===== config.mk =====
export PLATFORM = sky130hd
export DESIGN_NAME = cipher_stream_ctrl
export DESIGN_NICKNAME = d
export VERILOG_FILES = /design/src/rtl/cipher_stream_ctrl.sv
export SDC_FILE = /design/constraint.sdc
export NUM_CORES = 2
export LEC_CHECK = 0
export ABC_AREA = 1
export BUFFER_PORTS_ARGS = -buffer_cell sky130_fd_sc_hd__buf_2
export CORE_AREA = 2 2 309 311
export DETAILED_ROUTE_END_ITERATION = 8
export DIE_AREA = 0 0 311 313
export PLACE_DENSITY = 0.54
export SYNTH_ARGS = -nofsm -noshare
export SYNTH_HDL_FRONTEND = slang
export SYNTH_SLANG_ARGS = --single-unit

===== constraint.sdc =====
create_clock -name clk_i -period 1.7 [get_ports clk_i]
set_input_delay 0.34 -clock clk_i [delete_from_list [all_inputs] [get_ports clk_i]]
set_output_delay 0.34 -clock clk_i [all_outputs]
set_load 0.05 [all_outputs]

===== src/rtl/cipher_stream_ctrl.sv =====
// cipher_stream_ctrl
// Streaming I/O controller wrapped around a toy authenticated-cipher datapath.
// It runs key/nonce initialisation, absorbs associated data, encrypts or
// decrypts payload blocks, and then produces the tag. In decrypt mode it also
// checks the tag. Payload results go out through a single registered stage
// that can sit under backpressure.
//
// Ports
//   clk_i, rst_i            clock, synchronous active-high reset
//   key_i, nonce_i          key / nonce, latched when a start is accepted
//   decrypt_i               0 = encrypt, 1 = decrypt, latched on start
//   ad_len_i, data_len_i    AD / payload block counts, latched on start
//   tag_i                   expected tag, sampled in TAG (decrypt only)
//   start_i                 start request, honoured only in IDLE
//   busy_o, finish_o        operation in progress / one-cycle completion pulse
//   indata_*                upstream valid/ready stream (AD and payload)
//   outdata_*               downstream valid/ready stream (payload results)
//   tag_o, tag_valid_o      computed tag and its valid flag
//   auth_fail_o             decrypt-mode tag mismatch
//
// state     | meaning
// ----------+-------------------------------------------------------------
// IDLE      | waiting for start_i
// INIT      | ROUNDS permutation cycles on key ^ nonce
// AD_WAIT   | waiting to accept one AD block
// AD_PERM   | ROUNDS permutation cycles after absorbing an AD block
// DATA_WAIT | waiting to accept one payload block (output register empty)
// DATA_PERM | ROUNDS permutation cycles; the output register drains meanwhile
// TAG       | waits for the output register to drain, then registers the tag
// DONE      | finish pulse, then back to IDLE

module cipher_stream_ctrl #(
  parameter int DATA_W = 128,
  parameter int LEN_W  = 8,
  parameter int ROUNDS = 4
) (
  input  logic              clk_i,
  input  logic              rst_i,
  input  logic [DATA_W-1:0] key_i,
  input  logic [DATA_W-1:0] nonce_i,
  input  logic              decrypt_i,
  input  logic [LEN_W-1:0]  ad_len_i,
  input  logic [LEN_W-1:0]  data_len_i,
  input  logic [DATA_W-1:0] tag_i,
  input  logic              start_i,
  output logic              busy_o,
  output logic              finish_o,
  input  logic [DATA_W-1:0] indata_i,
  input  logic              indata_valid_i,
  output logic              indata_ready_o,
  output logic [DATA_W-1:0] outdata_o,
  output logic              outdata_valid_o,
  input  logic              outdata_ready_i,
  output logic [DATA_W-1:0] tag_o,
  output logic              tag_valid_o,
  output logic              auth_fail_o
);

  localparam int RND_W = $clog2(ROUNDS + 1);
  localparam logic [RND_W-1:0] RND_LOAD = RND_W'(ROUNDS);
  localparam logic [RND_W-1:0] RND_ONE  = RND_W'(1);

  typedef enum logic [2:0] {
    S_IDLE,
    S_INIT,
    S_AD_WAIT,
    S_AD_PERM,
    S_DATA_WAIT,
    S_DATA_PERM,
    S_TAG,
    S_DONE
  } state_t;

  state_t state, state_nxt;

  logic [DATA_W-1:0] key_q;
  logic [DATA_W-1:0] s_q;
  logic [DATA_W-1:0] out_q;
  logic [DATA_W-1:0] tag_q;
  logic              decrypt_q;
  logic [LEN_W-1:0]  ad_cnt;
  logic [LEN_W-1:0]  data_cnt;
  logic [RND_W-1:0]  rnd_cnt;
  logic              out_valid_q;
  logic              tag_valid_q;
  logic              auth_fail_q;

  logic              accept;
  logic              rnd_last;
  logic [DATA_W-1:0] out_blk;
  logic [DATA_W-1:0] absorb_blk;
  logic [DATA_W-1:0] tag_calc;

  // One permutation round: rotate left by one, then mix in the key.
  function automatic logic [DATA_W-1:0] p_round(input logic [DATA_W-1:0] x,
                                                input logic [DATA_W-1:0] k);
    return {x[DATA_W-2:0], x[DATA_W-1]} ^ k;
  endfunction

  assign rnd_last   = (rnd_cnt == RND_ONE);
  assign out_blk    = indata_i ^ s_q;
  // Decrypt absorbs the recovered plaintext, so both directions evolve S
  // identically for a matching plaintext.
  assign absorb_blk = (state == S_DATA_WAIT && decrypt_q) ? out_blk : indata_i;
  assign tag_calc   = s_q ^ key_q;
  assign accept     = indata_ready_o && indata_valid_i;

  always_ff @(posedge clk_i) begin
    if (rst_i) begin
      state <= S_IDLE;
    end else begin
      state <= state_nxt;
    end
  end

  always_comb begin
    state_nxt      = state;
    busy_o         = 1'b1;
    finish_o       = 1'b0;
    indata_ready_o = 1'b0;
    case (state)
      S_IDLE: begin
        busy_o = 1'b0;
        if (start_i) state_nxt = S_INIT;
      end
      S_INIT, S_AD_PERM: begin
        if (rnd_last) begin
          if (ad_cnt != '0)        state_nxt = S_AD_WAIT;
          else if (data_cnt != '0) state_nxt = S_DATA_WAIT;
          else                     state_nxt = S_TAG;
        end
      end
      S_AD_WAIT: begin
        indata_ready_o = !out_valid_q;
        if (indata_valid_i && !out_valid_q) state_nxt = S_AD_PERM;
      end
      S_DATA_WAIT: begin
        indata_ready_o = !out_valid_q;
        if (indata_valid_i && !out_valid_q) state_nxt = S_DATA_PERM;
      end
      S_DATA_PERM: begin
        if (rnd_last) begin
          if (data_cnt != '0) state_nxt = S_DATA_WAIT;
          else                state_nxt = S_TAG;
        end
      end
      S_TAG: begin
        if (!out_valid_q) state_nxt = S_DONE;
      end
      S_DONE: begin
        finish_o  = 1'b1;
        state_nxt = S_IDLE;
      end
      default: state_nxt = S_IDLE;
    endcase
  end

  always_ff @(posedge clk_i) begin
    if (rst_i) begin
      key_q       <= '0;
      s_q         <= '0;
      out_q       <= '0;
      tag_q       <= '0;
      decrypt_q   <= 1'b0;
      ad_cnt      <= '0;
      data_cnt    <= '0;
      rnd_cnt     <= '0;
      out_valid_q <= 1'b0;
      tag_valid_q <= 1'b0;
      auth_fail_q <= 1'b0;
    end else begin
      case (state)
        S_IDLE: begin
          if (start_i) begin
            key_q       <= key_i;
            decrypt_q   <= decrypt_i;
            ad_cnt      <= ad_len_i;
            data_cnt    <= data_len_i;
            s_q         <= key_i ^ nonce_i;
            rnd_cnt     <= RND_LOAD;
            tag_q       <= '0;
            tag_valid_q <= 1'b0;
            auth_fail_q <= 1'b0;
          end
        end
        S_INIT, S_AD_PERM, S_DATA_PERM: begin
          s_q     <= p_round(s_q, key_q);
          rnd_cnt <= rnd_cnt - 1'b1;
        end
        S_AD_WAIT: begin
          if (accept) begin
            s_q     <= s_q ^ indata_i;
            ad_cnt  <= ad_cnt - 1'b1;
            rnd_cnt <= RND_LOAD;
          end
        end
        S_DATA_WAIT: begin
          if (accept) begin
            s_q         <= s_q ^ absorb_blk;
            data_cnt    <= data_cnt - 1'b1;
            rnd_cnt     <= RND_LOAD;
            out_q       <= out_blk;
            out_valid_q <= 1'b1;
          end
        end
        S_TAG: begin
          if (!out_valid_q) begin
            tag_q       <= tag_calc;
            tag_valid_q <= 1'b1;
            auth_fail_q <= decrypt_q && (tag_calc != tag_i);
          end
        end
        default: ;
      endcase

      // A load needs an empty register, so a drain never coincides with one.
      if (out_valid_q && outdata_ready_i) begin
        out_valid_q <= 1'b0;
        out_q       <= '0;
      end
    end
  end

  assign outdata_o       = out_q;
  assign outdata_valid_o = out_valid_q;
  assign tag_o           = tag_q;
  assign tag_valid_o     = tag_valid_q;
  assign auth_fail_o     = auth_fail_q;

endmodule


==> key figures <==
Outcome
  • Status: finished, violations left
  • Failing checks: setup timing

Clock network
  • Clock Latency Late Sink: between 0.6 and 0.7 ns
  • Clock Root Buffer: clkbuf_16
  • Reg clk slew, reported paths: about 0.060 ns
  • Inserted Clock Buffers: 69
  • CTS tree: built
  • H-tree levels: 3
  • CTS sink count: about 540
  • Clk buf depth: 3

Place
  • Gpl congestion: between 0.9 and 1
  • Placed Cells: roughly 6700
  • # port buffers: between 700 and 800
  • Placed wire-length estimate: 99.15 mm
  • Placed Instance Area: between 0.03 and 0.04 mm2
  • Place WS: -0.5043 ns

Synth
  • Largest family of logic cells by synthesized area: compound AO/OA/AOI/OAI gates
  • Netlist cell types: 38
  • Largest area contributor in the netlist: dfxtp_1
  • Register area share after synthesis: 0.3645
  • Yosys top cell area share: 0.3645
  • Post-synth ARST share: 0
  • Post-Synth Adder-Cell Area: 0.002541
  • Yosys reg bits: approximately 540
  • Synthesized area: around 0.030 mm2
  • Synth Area in Compound Gates: 0.2228
  • Simple-gate area share of the yosys netlist: 0.2040
  • Number of enable flip-flop cells after synthesis: 0
  • Post-synth top flop: dfxtp_1
  • Most frequent cell after synthesis: nand2_1
  • Cells after Synth: roughly 4200
  • Commonest cells in the netlist: nand2_1 (914), dfxtp_1 (538), a21oi_1 (525)
  • Mux cell area share after synthesis: 0
  • Synthesized area per cell: around 7 um2
  • Post-Synth XOR/XNOR Area: 0.1159
  • Top cells by area, synth: dfxtp_1 (36%), nand2_1 (12%), a21oi_1 (8.9%)
  • Post-Syn Nets: between 4000 and 5000
  • Yosys warns: 0

Critical path
  • CP Data Arrival Time: roughly 1.8 ns
  • CP delay by family, top: buffers and inverters
  • Startpoint type of the worst setup path: flip-flop
  • CP bufs+invs: 3
  • Crit path max fanout: 4
  • Critical Path RT: between 1 and 1.5 ns
  • Crit-path max cell delay: around 0.35 ns
  • CP cell instances: nor3_4, inv_2, buf_12, a21oi_4, buf_6
  • CP endpoint kind: output pin
  • CP max-delay cell: dfxtp_2
  • CP Class: reg -> out

Routing
  • DRT Pass-1 Iters: 6
  • WL final: about 160 mm
  • Via count: 36750
  • DRC violations left: 0
  • Final ANT Viol Nets: 0
  • Routed length per instance: between 20 and 25 um
  • Starting DRT DRC Count: a little under 3000
  • Detail-routed via count per cell: about 5

Timing
  • Final Cycle Share: 1.259
  • Slew of the pin with the lowest slew margin: approximately 0.67 ns
  • Hold Vio Cnt, Final: 0
  • Final WS setup: -0.4402 ns
  • Layout Skew: about 0.019 ns
  • Relative slew slack: 0.5526
  • Pins Over Slew Limit: 0
  • RSZ-0062 raised after global routing: true
  • Max Clk Rate: 0.4673 GHz
  • Final Setup Violations: between 500 and 600
  • Min Tclk post-route: between 2 and 2.5 ns
  • Setup TNS: -96.99 ns

Finish
  • Share of layout cells above drive strength 1: 0.4460
  • Synthesis-to-finish area growth: 74.83%
  • # nets final: 6379
  • Non-filler cells, final: a little over 7000
  • Final instance area: between 0.05 and 0.06 mm2

Floorplan
  • Core Box Area: between 0.09 and 0.1 mm2
  • Die Wd: approximately 310 um
  • Die height: between 300 and 400 um
  • Ports: about 800
  • Initial core utilization: 0.3138
  • Placement Rows: between 100 and 150
  • Die footprint: between 0.09 and 0.1 mm2

GRT
  • Vias in the first global route: 33150
  • First-pass GRT wire length: just over 200 mm
  • Total GRT Usage: 0.2704
  • Grt total ovfl: 0
  • Initial antenna violation count: 39
  • Largest net degree at the start of global routing: 81

Pwr
  • VDD IR max: between 0.8 and 0.9 mV
  • Pwr dens: between 1500 and 2000 mW/mm2
  • Design Power: roughly 82 mW
  • Leak: roughly 24 nW

Min path
  • Worst hold path type: in -> reg

Job
  • Max Cap Viol: 0
repair_timing:
item / in CTS / in global routing
cloned: 23 / 73
setup buffers: 47 / 110
setup endpoints to repair: 489 / 543
hold buffers: 93 / 1
hold endpoints to repair: 93 / 1
gates resized for setup: 288 / 1350
pin swaps: 76 / 266
worst reg2reg max path, delay by kind of cell (launching register included):
kind | cells | cell delay [ns]
buf+inv | 8 | 0.93
compound gates | 2 | 0.36
flops | 1 | 0.34
simple gates | 4 | 0.34
sequential cells by signal, indices dropped and copies added (netlist names):
name,cells
key_q,128
outdata_o,128
s_q,128
tag_o,128
ad_cnt,8
data_cnt,8
rnd_cnt,3
state,3
auth_fail_o,1
decrypt_q,1
outdata_valid_o,1
tag_valid_o,1
layout make-up:
type / instances / area, um2
well taps: 1265 / 1583
clock buffers: 104 / 2041
clock inverters: 16 / 262.8
multi-input cells: 3030 / 19910
repair inverters: 2 / 36.28
diodes: 25 / 62.56
inverters: 420 / 1645
repair buffers: 1778 / 15240
fillers: 8693 / 42510
flip-flops and latches: 538 / 10870
worst paths after layout:
kind	from	end	slack, ns	cells after the start
worst max-delay path	state[2]	indata_ready_o	-0.44	5
worst min-delay path	key_i[123]	key_q[123]	0.01	3
worst max register to register	state[1]	s_q[95]	-0.40	14
worst min register to register	tag_o[51]	tag_o[51]	0.46	2
metal layers:
layer,track usage,wire length [um],share of wire,vias to the layer above
li1,-,-,-,17410
met5,0,183,0.0012,-
met1,0.3443,64950,0.41,17440
met2,0.4507,73360,0.47,1475
met3,0.04605,10610,0.068,399
met4,0.1163,7623,0.049,28
placed cells by master, fill, tap and decap left out, drive strengths merged:
master       netlist  final
buf              112   1626
o221ai             6      6
dfxtp            538    538
clkinvlp           0      3
xor2             250    250
or2               16     16
xnor2            141    141
a211oi            13     13
bufbuf             0      1
nand3b            22     22
clkbuf           134    161
a221oi           120    120
inv              419    423
o211ai             5      5
bufinv             0      6
o21ai            518    518
ha                 6      6
diode              0     25
o31a               2      2
o22ai              2      2
nor3               5      5
nor2             101    101
clkinv             1      6
a31oi              5      5
nand2            915    916
dlygate4sd3        0     94
nand3            371    371
o21bai             2      2
nand4              2      2
a21oi            527    527
logic make-up after synthesis:
kind of cell             count (synthesis)
AND/OR/NAND/NOR                       1432
AO/OA/AOI/OAI                         1200
buffers and inverters                  666
flip-flops                             538
XOR/XNOR                               391
adder cells (fa/ha/maj)                  6
report_power, final:
part	internal, mW	switching [mW]	total, mW
logic	23.2	26.1	49.3
registers	15.3	2.22	17.5
clock network	9.21	6.19	15.4
total	47.7	34.5	82.2
through the flow:
| step | util | hold slack (ns) |
|---|---|---|
| after floorplan | - | 0.4400 |
| after global placement | 0.4228 | 0.4472 |
| after detailed placement | 0.4228 | 0.4494 |
| after CTS | 0.4786 | 0.0003876 |
| after global routing | 0.5484 | 0.004725 |
| final | 0.5486 | 0.01160 |
No activity file was read; power rests on OpenSTA's default activity.
